==> src/rtl/dxball_pkg.sv <==
// Shared definitions for the DX-Ball playfield blocks (ball motion controller,
// brick collision logic and the VGA drawer).
// Contents:
//   ball_state_t : ball motion controller FSM states
//   SCREEN_W/H   : playfield size in pixels
//   BALL_RADIUS  : ball half-size; the ball is a BALL_SIZE square
//   PADDLE_Y/W   : paddle top row and width
//   SPEEDUP_HITS : brick hits per speed step (BALL_SPEEDUP_EN builds only)
package dxball_pkg;

  localparam int SCREEN_W     = 160;
  localparam int SCREEN_H     = 120;
  localparam int BALL_RADIUS  = 2;
  localparam int BALL_SIZE    = 2 * BALL_RADIUS;
  localparam int PADDLE_Y     = 112;
  localparam int PADDLE_W     = 24;
  localparam int SPEEDUP_HITS = 8;

  typedef enum logic [2:0] {
    S_IDLE,
    S_WAIT,
    S_ERASE,
    S_UPDATE,
    S_DRAW
  } ball_state_t;

endpackage

==> src/rtl/ball_axis_step.sv <==
// One axis of ball motion: steps a position by +/-step, reflecting at the
// low wall (position 0) and handling the far edge either as a reflecting
// wall (clamp to FAR_LIMIT) or as a losing edge (lost=1).  The optional
// paddle window reflects a forward-moving ball that would cross PADDLE_POS.
// Arithmetic is done one bit wider than the position so pos+step never wraps.
// Ports:
//   pos           current position (top-left coordinate on this axis)
//   dir           1 = moving towards the far edge
//   step          pixels per frame
//   paddle_window 1 = ball overlaps the paddle on the other axis
//   next_pos      stepped/clamped position
//   next_dir      direction after any reflection
//   lost          far edge reached on a losing axis
module ball_axis_step #(
  parameter int PW         = 8,
  parameter int FAR_LIMIT  = 156,
  parameter bit FAR_LOST   = 1'b0,
  parameter bit HAS_PADDLE = 1'b0,
  parameter int PADDLE_POS = 108
) (
  input  logic [PW-1:0] pos,
  input  logic          dir,
  input  logic [1:0]    step,
  input  logic          paddle_window,
  output logic [PW-1:0] next_pos,
  output logic          next_dir,
  output logic          lost
);

  localparam int        PW1   = PW + 1;
  localparam logic [PW:0] FAR_L = PW1'(FAR_LIMIT);
  localparam logic [PW:0] PAD_L = PW1'(PADDLE_POS);

  logic [PW:0] pos_w;
  logic [PW:0] step_w;
  logic [PW:0] fwd;

  assign pos_w  = {1'b0, pos};
  assign step_w = PW1'(step);
  assign fwd    = pos_w + step_w;

  always_comb begin
    next_pos = pos;
    next_dir = dir;
    lost     = 1'b0;
    if (dir) begin
      // Paddle is checked before the far edge: a ball resting on the paddle
      // line must bounce even if a full step would carry it past the floor.
      if (HAS_PADDLE && paddle_window && (pos_w <= PAD_L) && (fwd >= PAD_L)) begin
        next_pos = PAD_L[PW-1:0];
        next_dir = 1'b0;
      end else if (fwd >= FAR_L) begin
        if (FAR_LOST) begin
          lost = 1'b1;
        end else begin
          next_pos = FAR_L[PW-1:0];
          next_dir = 1'b0;
        end
      end else begin
        next_pos = fwd[PW-1:0];
      end
    end else begin
      if (pos_w < step_w) begin
        next_pos = '0;
        next_dir = 1'b1;
      end else begin
        next_pos = pos - step_w[PW-1:0];
      end
    end
  end

endmodule

==> src/rtl/ball_motion_ctrl.sv <==
// Per-frame ball position/direction controller.  Takes the brick collision
// verdict, applies wall/paddle/floor rules, steps the ball once per frame
// tick and sequences erase/redraw requests to the VGA drawer.
// Optional feature macro: BALL_SPEEDUP_EN (brick hits raise the step size).
// Ports:
//   clock, resetn      clock, synchronous active-low reset
//   frame_tick         one-cycle pulse per frame
//   launch             serve request (level)
//   paddle_x           paddle left x
//   brick_collision    brick verdict valid; brick_down/brick_right give the
//                      new direction
//   draw_ack           drawer finished the current request
//   posX, posY         ball top-left position
//   DOWN, RIGHT        ball direction (1 = down / right)
//   draw_req           drawer request, draw_erase selects erase (1) or draw (0)
//   ball_lost          one-cycle pulse when the ball hits the floor
//   in_play            high outside S_IDLE
//   dbg_state          current FSM state
module ball_motion_ctrl
  import dxball_pkg::*;
(
  input  logic        clock,
  input  logic        resetn,
  input  logic        frame_tick,
  input  logic        launch,
  input  logic [7:0]  paddle_x,
  input  logic        brick_collision,
  input  logic        brick_down,
  input  logic        brick_right,
  input  logic        draw_ack,
  output logic [7:0]  posX,
  output logic [6:0]  posY,
  output logic        DOWN,
  output logic        RIGHT,
  output logic        draw_req,
  output logic        draw_erase,
  output logic        ball_lost,
  output logic        in_play,
  output ball_state_t dbg_state
);

  localparam logic [7:0] RESET_X     = 8'(SCREEN_W / 2 - BALL_RADIUS);
  localparam logic [7:0] SERVE_X_OFS = 8'(PADDLE_W / 2 - BALL_RADIUS);
  localparam logic [6:0] REST_Y      = 7'(PADDLE_Y - BALL_SIZE);

  ball_state_t state;
  logic [1:0]  step;
  logic        dir_x, dir_y;
  logic        paddle_window;
  logic [7:0]  nx;
  logic [6:0]  ny;
  logic        ndx, ndy;
  logic        x_lost, y_lost, lost;

  assign dbg_state = state;

  // A brick verdict replaces the direction before stepping; wall and paddle
  // rules inside the axis units then override it on their own axis.
  assign dir_x = brick_collision ? brick_right : RIGHT;
  assign dir_y = brick_collision ? brick_down  : DOWN;

  // Ball span [posX, posX+BALL_SIZE-1] overlaps paddle span, 9-bit compare.
  assign paddle_window = (({1'b0, posX} + 9'(BALL_SIZE - 1)) >= {1'b0, paddle_x}) &&
                         ({1'b0, posX} <= ({1'b0, paddle_x} + 9'(PADDLE_W - 1)));

  ball_axis_step #(
    .PW         (8),
    .FAR_LIMIT  (SCREEN_W - BALL_SIZE),
    .FAR_LOST   (1'b0),
    .HAS_PADDLE (1'b0),
    .PADDLE_POS (0)
  ) u_step_x (
    .pos           (posX),
    .dir           (dir_x),
    .step          (step),
    .paddle_window (1'b0),
    .next_pos      (nx),
    .next_dir      (ndx),
    .lost          (x_lost)
  );

  // Floor condition posY+step+BALL_SIZE > SCREEN_H is pos+step >= FAR_LIMIT.
  ball_axis_step #(
    .PW         (7),
    .FAR_LIMIT  (SCREEN_H - BALL_SIZE + 1),
    .FAR_LOST   (1'b1),
    .HAS_PADDLE (1'b1),
    .PADDLE_POS (PADDLE_Y - BALL_SIZE)
  ) u_step_y (
    .pos           (posY),
    .dir           (dir_y),
    .step          (step),
    .paddle_window (paddle_window),
    .next_pos      (ny),
    .next_dir      (ndy),
    .lost          (y_lost)
  );

  assign lost = x_lost | y_lost;

  // Drawer handshake: draw_req rises with draw_erase/posX/posY valid and all
  // of them hold steady until the cycle draw_ack is sampled high while
  // draw_req is high; that cycle completes the transfer and draw_req drops
  // on the next edge.  draw_ack while draw_req is low means nothing.
  always_ff @(posedge clock) begin
    if (!resetn) begin
      state      <= S_IDLE;
      posX       <= RESET_X;
      posY       <= REST_Y;
      DOWN       <= 1'b0;
      RIGHT      <= 1'b1;
      draw_req   <= 1'b0;
      draw_erase <= 1'b0;
      ball_lost  <= 1'b0;
      in_play    <= 1'b0;
    end else begin
      ball_lost <= 1'b0;
      case (state)
        S_IDLE: begin
          // Ball rides on the paddle until served.
          posX  <= paddle_x + SERVE_X_OFS;
          posY  <= REST_Y;
          DOWN  <= 1'b0;
          RIGHT <= 1'b1;
          if (launch) begin
            state   <= S_WAIT;
            in_play <= 1'b1;
          end
        end
        S_WAIT: begin
          if (frame_tick) begin
            state      <= S_ERASE;
            draw_req   <= 1'b1;
            draw_erase <= 1'b1;
          end
        end
        S_ERASE: begin
          if (draw_ack) begin
            state    <= S_UPDATE;
            draw_req <= 1'b0;
          end
        end
        S_UPDATE: begin
          if (lost) begin
            state     <= S_IDLE;
            ball_lost <= 1'b1;
            in_play   <= 1'b0;
          end else begin
            posX       <= nx;
            posY       <= ny;
            RIGHT      <= ndx;
            DOWN       <= ndy;
            state      <= S_DRAW;
            draw_req   <= 1'b1;
            draw_erase <= 1'b0;
          end
        end
        S_DRAW: begin
          if (draw_ack) begin
            state    <= S_WAIT;
            draw_req <= 1'b0;
          end
        end
        default: begin
          state    <= S_IDLE;
          draw_req <= 1'b0;
          in_play  <= 1'b0;
        end
      endcase
    end
  end

`ifdef BALL_SPEEDUP_EN
  logic [3:0] hit_cnt;

  // Step used in an update is the one registered before it; a speed-up
  // takes effect from the following frame.  Losing the ball serves again
  // at base speed.
  always_ff @(posedge clock) begin
    if (!resetn || (state == S_UPDATE && lost)) begin
      step    <= 2'd1;
      hit_cnt <= 4'd0;
    end else if (state == S_UPDATE && brick_collision) begin
      if (hit_cnt == 4'(SPEEDUP_HITS - 1)) begin
        hit_cnt <= 4'd0;
        if (step != 2'd3) step <= step + 2'd1;
      end else begin
        hit_cnt <= hit_cnt + 4'd1;
      end
    end
  end
`else
  assign step = 2'd1;
`endif

endmodule
==> config.mk <==
export PLATFORM = sky130hd
export DESIGN_NAME = ball_motion_ctrl
export DESIGN_NICKNAME = d
export VERILOG_FILES = /design/src/rtl/dxball_pkg.sv /design/src/rtl/ball_axis_step.sv /design/src/rtl/ball_motion_ctrl.sv
export SDC_FILE = /design/constraint.sdc
export NUM_CORES = 1
export LEC_CHECK = 0
export CORE_ASPECT_RATIO = 0.9
export CORE_MARGIN = 2
export CORE_UTILIZATION = 45
export CTS_CLUSTER_SIZE = 25
export DETAILED_ROUTE_END_ITERATION = 12
export PLACE_DENSITY = 0.78
export SYNTH_ARGS = -nofsm -noshare
export SYNTH_HDL_FRONTEND = slang
export SYNTH_SLANG_ARGS = --single-unit
export TNS_END_PERCENT = 5
==> constraint.sdc <==
create_clock -name clock -period 5.05 [get_ports clock]
set_clock_uncertainty 0.05 [all_clocks]
set_input_delay 1.2625 -clock clock [delete_from_list [all_inputs] [get_ports clock]]
set_output_delay 1.2625 -clock clock [all_outputs]
set_load 0.02 [all_outputs]
* Word-level counts from Yosys, hierarchy flattened
Cells that the tools add are included.
** Operators by class
- Equal/unequal tests :: 12
- $add $sub $neg :: 7
- Reduce and logical (&&, ||, !) cells :: 15
- Order comparisons :: 8
- Bitwise gates (word level) :: 2
- Multiplexer cells :: 42
** Operator list (number)
- 2-to-1 mux 7 bit :: 5
- 2-to-1 mux 8 bit :: 4
- 2-to-1 mux 1 bit :: 20
- greater-or-equal comparator 8 x 7 -> 1 bit, second input constant :: 2
- case mux 8 bit (2 select lines) :: 1
- 2-to-1 mux 3 bit :: 5
- case mux 3 bit (5 select lines) :: 1
- case mux 7 bit (2 select lines) :: 1
- != test 2 bit, second input constant :: 6
- adder 8 x 1 -> 9 bit, second input constant :: 1
- adder 8 x 2 -> 9 bit, second input constant :: 1
- adder 8 x 5 -> 9 bit, second input constant :: 1
- greater-or-equal comparator 9 x 8 -> 1 bit :: 1
- greater-or-equal comparator 9 x 8 -> 1 bit, second input constant :: 1
- less-or-equal comparator 8 x 9 -> 1 bit :: 1
- AND reduction 3 bit :: 3
- adder 7 x 1 -> 8 bit, second input constant :: 1
- adder 8 x 4 -> 8 bit, second input constant :: 1
- less-than comparator 8 x 1 -> 1 bit, second input constant :: 1
- AND reduction 4 bit :: 2
- subtractor 8 x 1 -> 8 bit, second input constant :: 1
- less-or-equal comparator 7 bit, second input constant :: 1
- less-than comparator 7 x 1 -> 1 bit, second input constant :: 1
- subtractor 7 x 1 -> 7 bit, second input constant :: 1
- other kinds (15) :: 23
** Storage, ports and cells
- Bits of input ports :: 16
- Bits in registers :: 24
- Output and inout port bits :: 24
- Logic and storage cells :: 95

* Logic depth before layout (Yosys ltp)
Gate-level depths: netlist of the first run.
- Depth after elaboration :: 9
- Gate-level depth with buffers :: 15
- Gate-level depth less buffers :: 14

* Hierarchy
A second synthesis of the first run with hierarchy kept.
** Second synthesis, totals
- Cell total of the unflattened synthesis :: 406
- Area total of the unflattened synthesis :: 3114.2 um^2
** Modules (own cells, without submodules)
- ball_motion_ctrl :: instances 1, area each 1804.2 um^2, cells an instance 226
- ball_axis_step at u_step_x :: instances 1, area each 661.9 um^2, cells an instance 93
- ball_axis_step at u_step_y :: instances 1, area each 648.1 um^2, cells an instance 87

* Worst setup path before layout of the first run
No wires, ideal clock.
- Kind :: input port to flip-flop
- Start :: in paddle_x[1]
- End :: reg posY[5]
- Data required time :: 4.878 ns
- Cell stages on the path :: 13
- Arrival time :: 3.598 ns
- Setup time :: 0.122 ns
- Setup slack :: 1.280 ns
- Cells stage by stage :: inv_1 ha_1 nor2b_2 nor2_1 xnor2_1 ha_1 nand4_1 o221a_1 o21ai_1 a221oi_4 o31ai_4 a32oi_1 o32a_1
** On the way
- Cells in the longest elaborated chain, start to end :: 9
- Elaborated cells between the ends (all ways) :: 15
- Those cells by class :: 1 x add/sub; 2 x order compare; 2 x eq/ne; 6 x mux; 4 x reduce/logical
** Ends and longest elaborated chain
- start, declared :: RTL line ball_motion_ctrl.sv:26 : input logic [7:0] paddle_x,
- adder 8 x 5 -> 9 bit :: RTL line ball_motion_ctrl.sv:64 : ({1'b0, posX} <= ({1'b0, paddle_x} + 9'(PADDLE_W - 1)));
- less-or-equal comparator 8 x 9 -> 1 bit :: RTL line ball_motion_ctrl.sv:64
- logical AND 1 bit * :: RTL line ball_motion_ctrl.sv:63 : assign paddle_window = (({1'b0, posX} + 9'(BALL_SIZE - 1)) >= {1'b0, paddle_x}) &&
- logical AND 1 bit * (2 in a row) :: RTL line ball_axis_step.sv:49 : if (HAS_PADDLE && paddle_window && (pos_w <= PAD_L) && (fwd >= PAD_L)) begin
- 2-to-1 mux 7 bit or 2-to-1 mux 1 bit (tied branches) :: RTL line ball_axis_step.sv:49
- 2-to-1 mux 7 bit or 2-to-1 mux 1 bit (tied branches) :: RTL line ball_axis_step.sv:46 : if (dir) begin
- 2-to-1 mux 7 bit or != test 2 bit (tied branches)
- case mux 7 bit (2 select lines) or AND reduction 3 bit (tied branches)
- end signal, assigned :: RTL line ball_motion_ctrl.sv:150 : posY <= ny;
- end, declared :: RTL line ball_motion_ctrl.sv:32 : output logic [6:0] posY,
Every way passes the cells marked *; elsewhere a longest branch is shown, timed or not. The select of a mux whose other input is x is not followed.
A chain may end at the register's enable or synchronous reset.

* Final worst setup path of the first run
- Start :: in paddle_x[1]
- End :: reg in_play
** On the way
- Cells in the longest elaborated chain, start to end :: 9
- Elaborated cells between the ends (all ways) :: 10
- Those cells by class :: 1 x add/sub; 2 x order compare; 1 x eq/ne; 2 x mux; 4 x reduce/logical
** Ends and longest elaborated chain
- adder 8 x 5 -> 9 bit :: RTL line ball_motion_ctrl.sv:64
- less-or-equal comparator 8 x 9 -> 1 bit :: RTL line ball_motion_ctrl.sv:64
- logical AND 1 bit * :: RTL line ball_motion_ctrl.sv:63
- logical AND 1 bit * (2 in a row) :: RTL line ball_axis_step.sv:49
- 2-to-1 mux 1 bit * :: RTL line ball_axis_step.sv:49
- 2-to-1 mux 1 bit * :: RTL line ball_axis_step.sv:46
- != test 2 bit (no source line) *
- AND reduction 3 bit (no source line) *
- end signal, assigned :: RTL line ball_motion_ctrl.sv:115 : in_play <= 1'b0;
- end signal, assigned :: RTL line ball_motion_ctrl.sv:127 : in_play <= 1'b1;
- end signal, assigned :: RTL line ball_motion_ctrl.sv:147 : in_play <= 1'b0;
- end, declared :: RTL line ball_motion_ctrl.sv:38 : output logic in_play,
Every way passes the cells marked *; elsewhere a longest branch is shown, timed or not.

==> flow_metrics.py, run 1 <==
metrics = {
    "critical_path": {
        "cp_data_arrival_time_ns": 4.76,
        "critical_path_required_ns": 5.19,
        "startpoint_type": "primary input",
        "r2r_start": "posX[2]$_SDFFE_PN1P_",
        "worstSetupEndpointType": "flop",
        "path_class": "primary input to flop",
        "crit_fanout": 14,
        "setup.worst_path.start": "paddle_x[1]",
    },
    "logic_synthesis": {
        "syn_nets": 390,
        "post_synth_num_cell_types": 69,
        "synth_warnings": 0,
        "ys_ff_latch": 24,
        "syn_area_um2": 2680,
        "syn_inst": 351,
        "synth_edf_count": 0,
        "ys_seq_area_share_pct": 17.9,
        "synthFlopType": "dfxtp_1",
        "avgSynthCellArea_um2": 7.64,
        "postSynth.asyncResetShare_pct": 0,
    },
    "timing": {
        "tightest_slew_ns": 0.870,
        "rsz0062_at_grt": "false",
        "finalCritPeriodShare_pct": 91.6,
        "max_slew_margin_pct": 41.6,
        "period_needed_ns": 4.63,
        "drv_slew": 0,
        "whs_ns": 0.459,
        "setup_viol_count_final": 0,
        "setup_tns_ns": 0,
        "max_freq_mhz": 216,
        "finalHoldViolCount": 0,
        "setup_ws_ns": 0.423,
    },
    "detailed_routing": {
        "ant_nets": 0,
        "via_per_inst": 6.27,
        "firstDrtPassIters": 6,
        "drt_iter0_drc": 390,
        "routed_wl_um": 7460,
        "wl_per_cell_um": 16.8,
        "vias": 2786,
        "drc": 0,
    },
    "final_layout": {
        "synthToLayoutAreaGrowth_pct": 16.3,
        "post-route-util_pct": 54.5,
        "seq_area_um2": 480,
        "final_cell_mix": "clkdlybuf4s50_1, nand2_1, a21oi_1",
        "final_common_cell": "clkdlybuf4s50_1",
        "n_fill_cell": 532,
        "multi_input_area_um2": 1980,
        "antenna_cells": 0,
        "drive_gt1_share_pct": 7.49,
        "fin_nets": 414,
    },
    "worst_hold_path": {
        "hp-start": "DOWN$_SDFFE_PN0P_",
        "hp-class": "flop to flop",
    },
    "floorplan": {
        "die_h_um": 77.2,
        "chipWidth_um": 85.3,
        "fp-row-count": 26,
        "initial_utilization_pct": 46.8,
        "core_area_um2": 5730,
        "io_pins": 40,
        "die-area_um2": 6590,
    },
    "clock_network": {
        "cts_tree": "yes",
        "clkSinkCount": 24,
        "cts.path.max_buffers": 2,
        "numCtsBuffers": 3,
        "cts-resized-gates": 0,
        "clock_tree.htree_level_count": 1,
        "clock_latency_ns": 0.27,
        "path_clk_slew_ns": 0.09,
        "ctsHoldBuffers": 0,
        "root_buffer": "clkbuf_8",
        "postCtsSetupBuffers": 0,
    },
    "global_route": {
        "track_usage_pct": 22.2,
        "overflow": 0,
        "antenna_found_initial": 0,
        "grt_pass1_vias": 2568,
        "grt_pass1_wl_um": 12200,
        "grt_max_degree": 18,
    },
    "placement": {
        "buffer_ports.inserted": 39,
        "dp_slack_ns": 0.208,
        "dp_hpwl_um": 5430,
        "routabilityCongestion": 0.940,
    },
    "power": {
        "p_leak_nw": 1.18,
        "report.power.total_mw": 0.711,
        "ir_worst_vdd_v": 0.000160,
        "power.density_nw_per_um2": 228,
    },
    "flow_run": {
        "cap_violations": 0,
    },
    "outcome": {
        "status": "complete, no violations",
    },
}
==> state kept, by name, indices dropped and copies added, names as in the netlist <==
register	flops
ball_lost	1
draw_req	1
posY	7
RIGHT	1
DOWN	1
in_play	1
draw_erase	1
posX	8
dbg_state	3
==> logic make-up after synthesis <==
family                   synth area share, %
AND/OR/NAND/NOR                         23.8
AO/OA/AOI/OAI                           29.8
buffers and inverters                   8.03
XOR/XNOR                                7.84
adder cells (fa/ha/maj)                 11.1
flip-flops                              17.9
multiplexers                            1.54
==> per-stage QoR <==
| step | instance area (µm²) | cells |
|---|---|---|
| after floorplan | 2680 | 351 |
| after global placement | 3050 | 440 |
| after detailed placement | 3050 | 440 |
| after CTS | 3120 | 444 |
| after global routing | 3120 | 444 |
| final | 3120 | 444 |
==> worst max-delay path: stages <==
cell             delay (ns)
clkdlybuf4s50_1        0.52
inv_1                  0.11
ha_1                   0.23
nor2b_2                0.18
nor2_1                 0.18
xnor2_1                0.12
ha_1                   0.32
nand4_1                0.12
o221a_1                0.25
o21ai_1                0.21
a221oi_4               0.14
o31ai_4                0.57
buf_4                  0.26
a31oi_1                0.08
a211oi_1               0.21
==> final cells by class <==
| type | instances | share of cell area [%] |
|---|---|---|
| clock buffer | 3 | 1.32 |
| clock inverter | 1 | 0.963 |
| inverter | 21 | 2.61 |
| multi-input combinational | 283 | 63.6 |
| sequential | 24 | 15.4 |
| tap | 70 | 2.81 |
| timing repair buffer | 42 | 13.2 |
==> power by group <==
group / switching (mW) / internal, mW / total (mW)
registers: 0.0419 / 0.203 / 0.245
logic: 0.161 / 0.134 / 0.294
clock network: 0.0657 / 0.106 / 0.172
==> path summary, 6_finish.rpt <==
path / endpoint / slack [ns] / cells after the start
min: DOWN$_SDFFE_PN0P_ / 0.46 / 2
max reg2reg: in_play$_SDFFE_PN0P_ / 1.08 / 13
min reg2reg: DOWN$_SDFFE_PN0P_ / 0.46 / 2
max: in_play$_SDFFE_PN0P_ / 0.42 / 15
==> layer usage <==
metal  vias to the layer above  track usage [%]  wire length, µm
met2                       149             34.9             3380
li1                       1336                -                -
met5                         -                0                0
met1                      1295             32.5             3460
met3                         6             2.80              569
met4                         0             4.29               48
==> cell usage after synthesis (4+ instances only) <==
| library cell | count | area share (%) |
|---|---|---|
| xnor2_1 | 19 | 6.2 |
| or3_1 | 7 | 1.6 |
| clkbuf_1 | 6 | 0.84 |
| o21ai_1 | 5 | 0.93 |
| dfxtp_1 | 24 | 18 |
| a221oi_1 | 4 | 1.3 |
| o22ai_1 | 5 | 1.2 |
| nand2b_1 | 4 | 0.93 |
| a31oi_1 | 5 | 1.2 |
| buf_2 | 8 | 1.5 |
| ha_1 | 23 | 11 |
| nand2_1 | 28 | 3.9 |
| buf_4 | 4 | 1.1 |
| a21oi_1 | 28 | 5.2 |
| nor3_1 | 15 | 2.8 |
| nand4_1 | 4 | 0.93 |
| o21ai_0 | 13 | 2.4 |
| o211ai_1 | 4 | 1.1 |
| nor2_1 | 27 | 3.8 |
| a22oi_1 | 4 | 1.1 |
| inv_1 | 19 | 2.7 |
| xor2_1 | 5 | 1.6 |
| a211oi_1 | 6 | 1.7 |
| nand3_1 | 15 | 2.8 |
Note: power is estimated with default switching activity, not from simulation.
==> run 2: changes to the inputs <==
--- a/config.mk
+++ b/config.mk
@@ -5,6 +5,7 @@
 export SDC_FILE = /design/constraint.sdc
 export NUM_CORES = 1
 export LEC_CHECK = 0
+export CAP_MARGIN = 20
 export CORE_ASPECT_RATIO = 0.9
 export CORE_MARGIN = 2
 export CORE_UTILIZATION = 45
==> results of run 2 <==
Same layout as run 1: the final DEF is identical, and so are final timing and power.
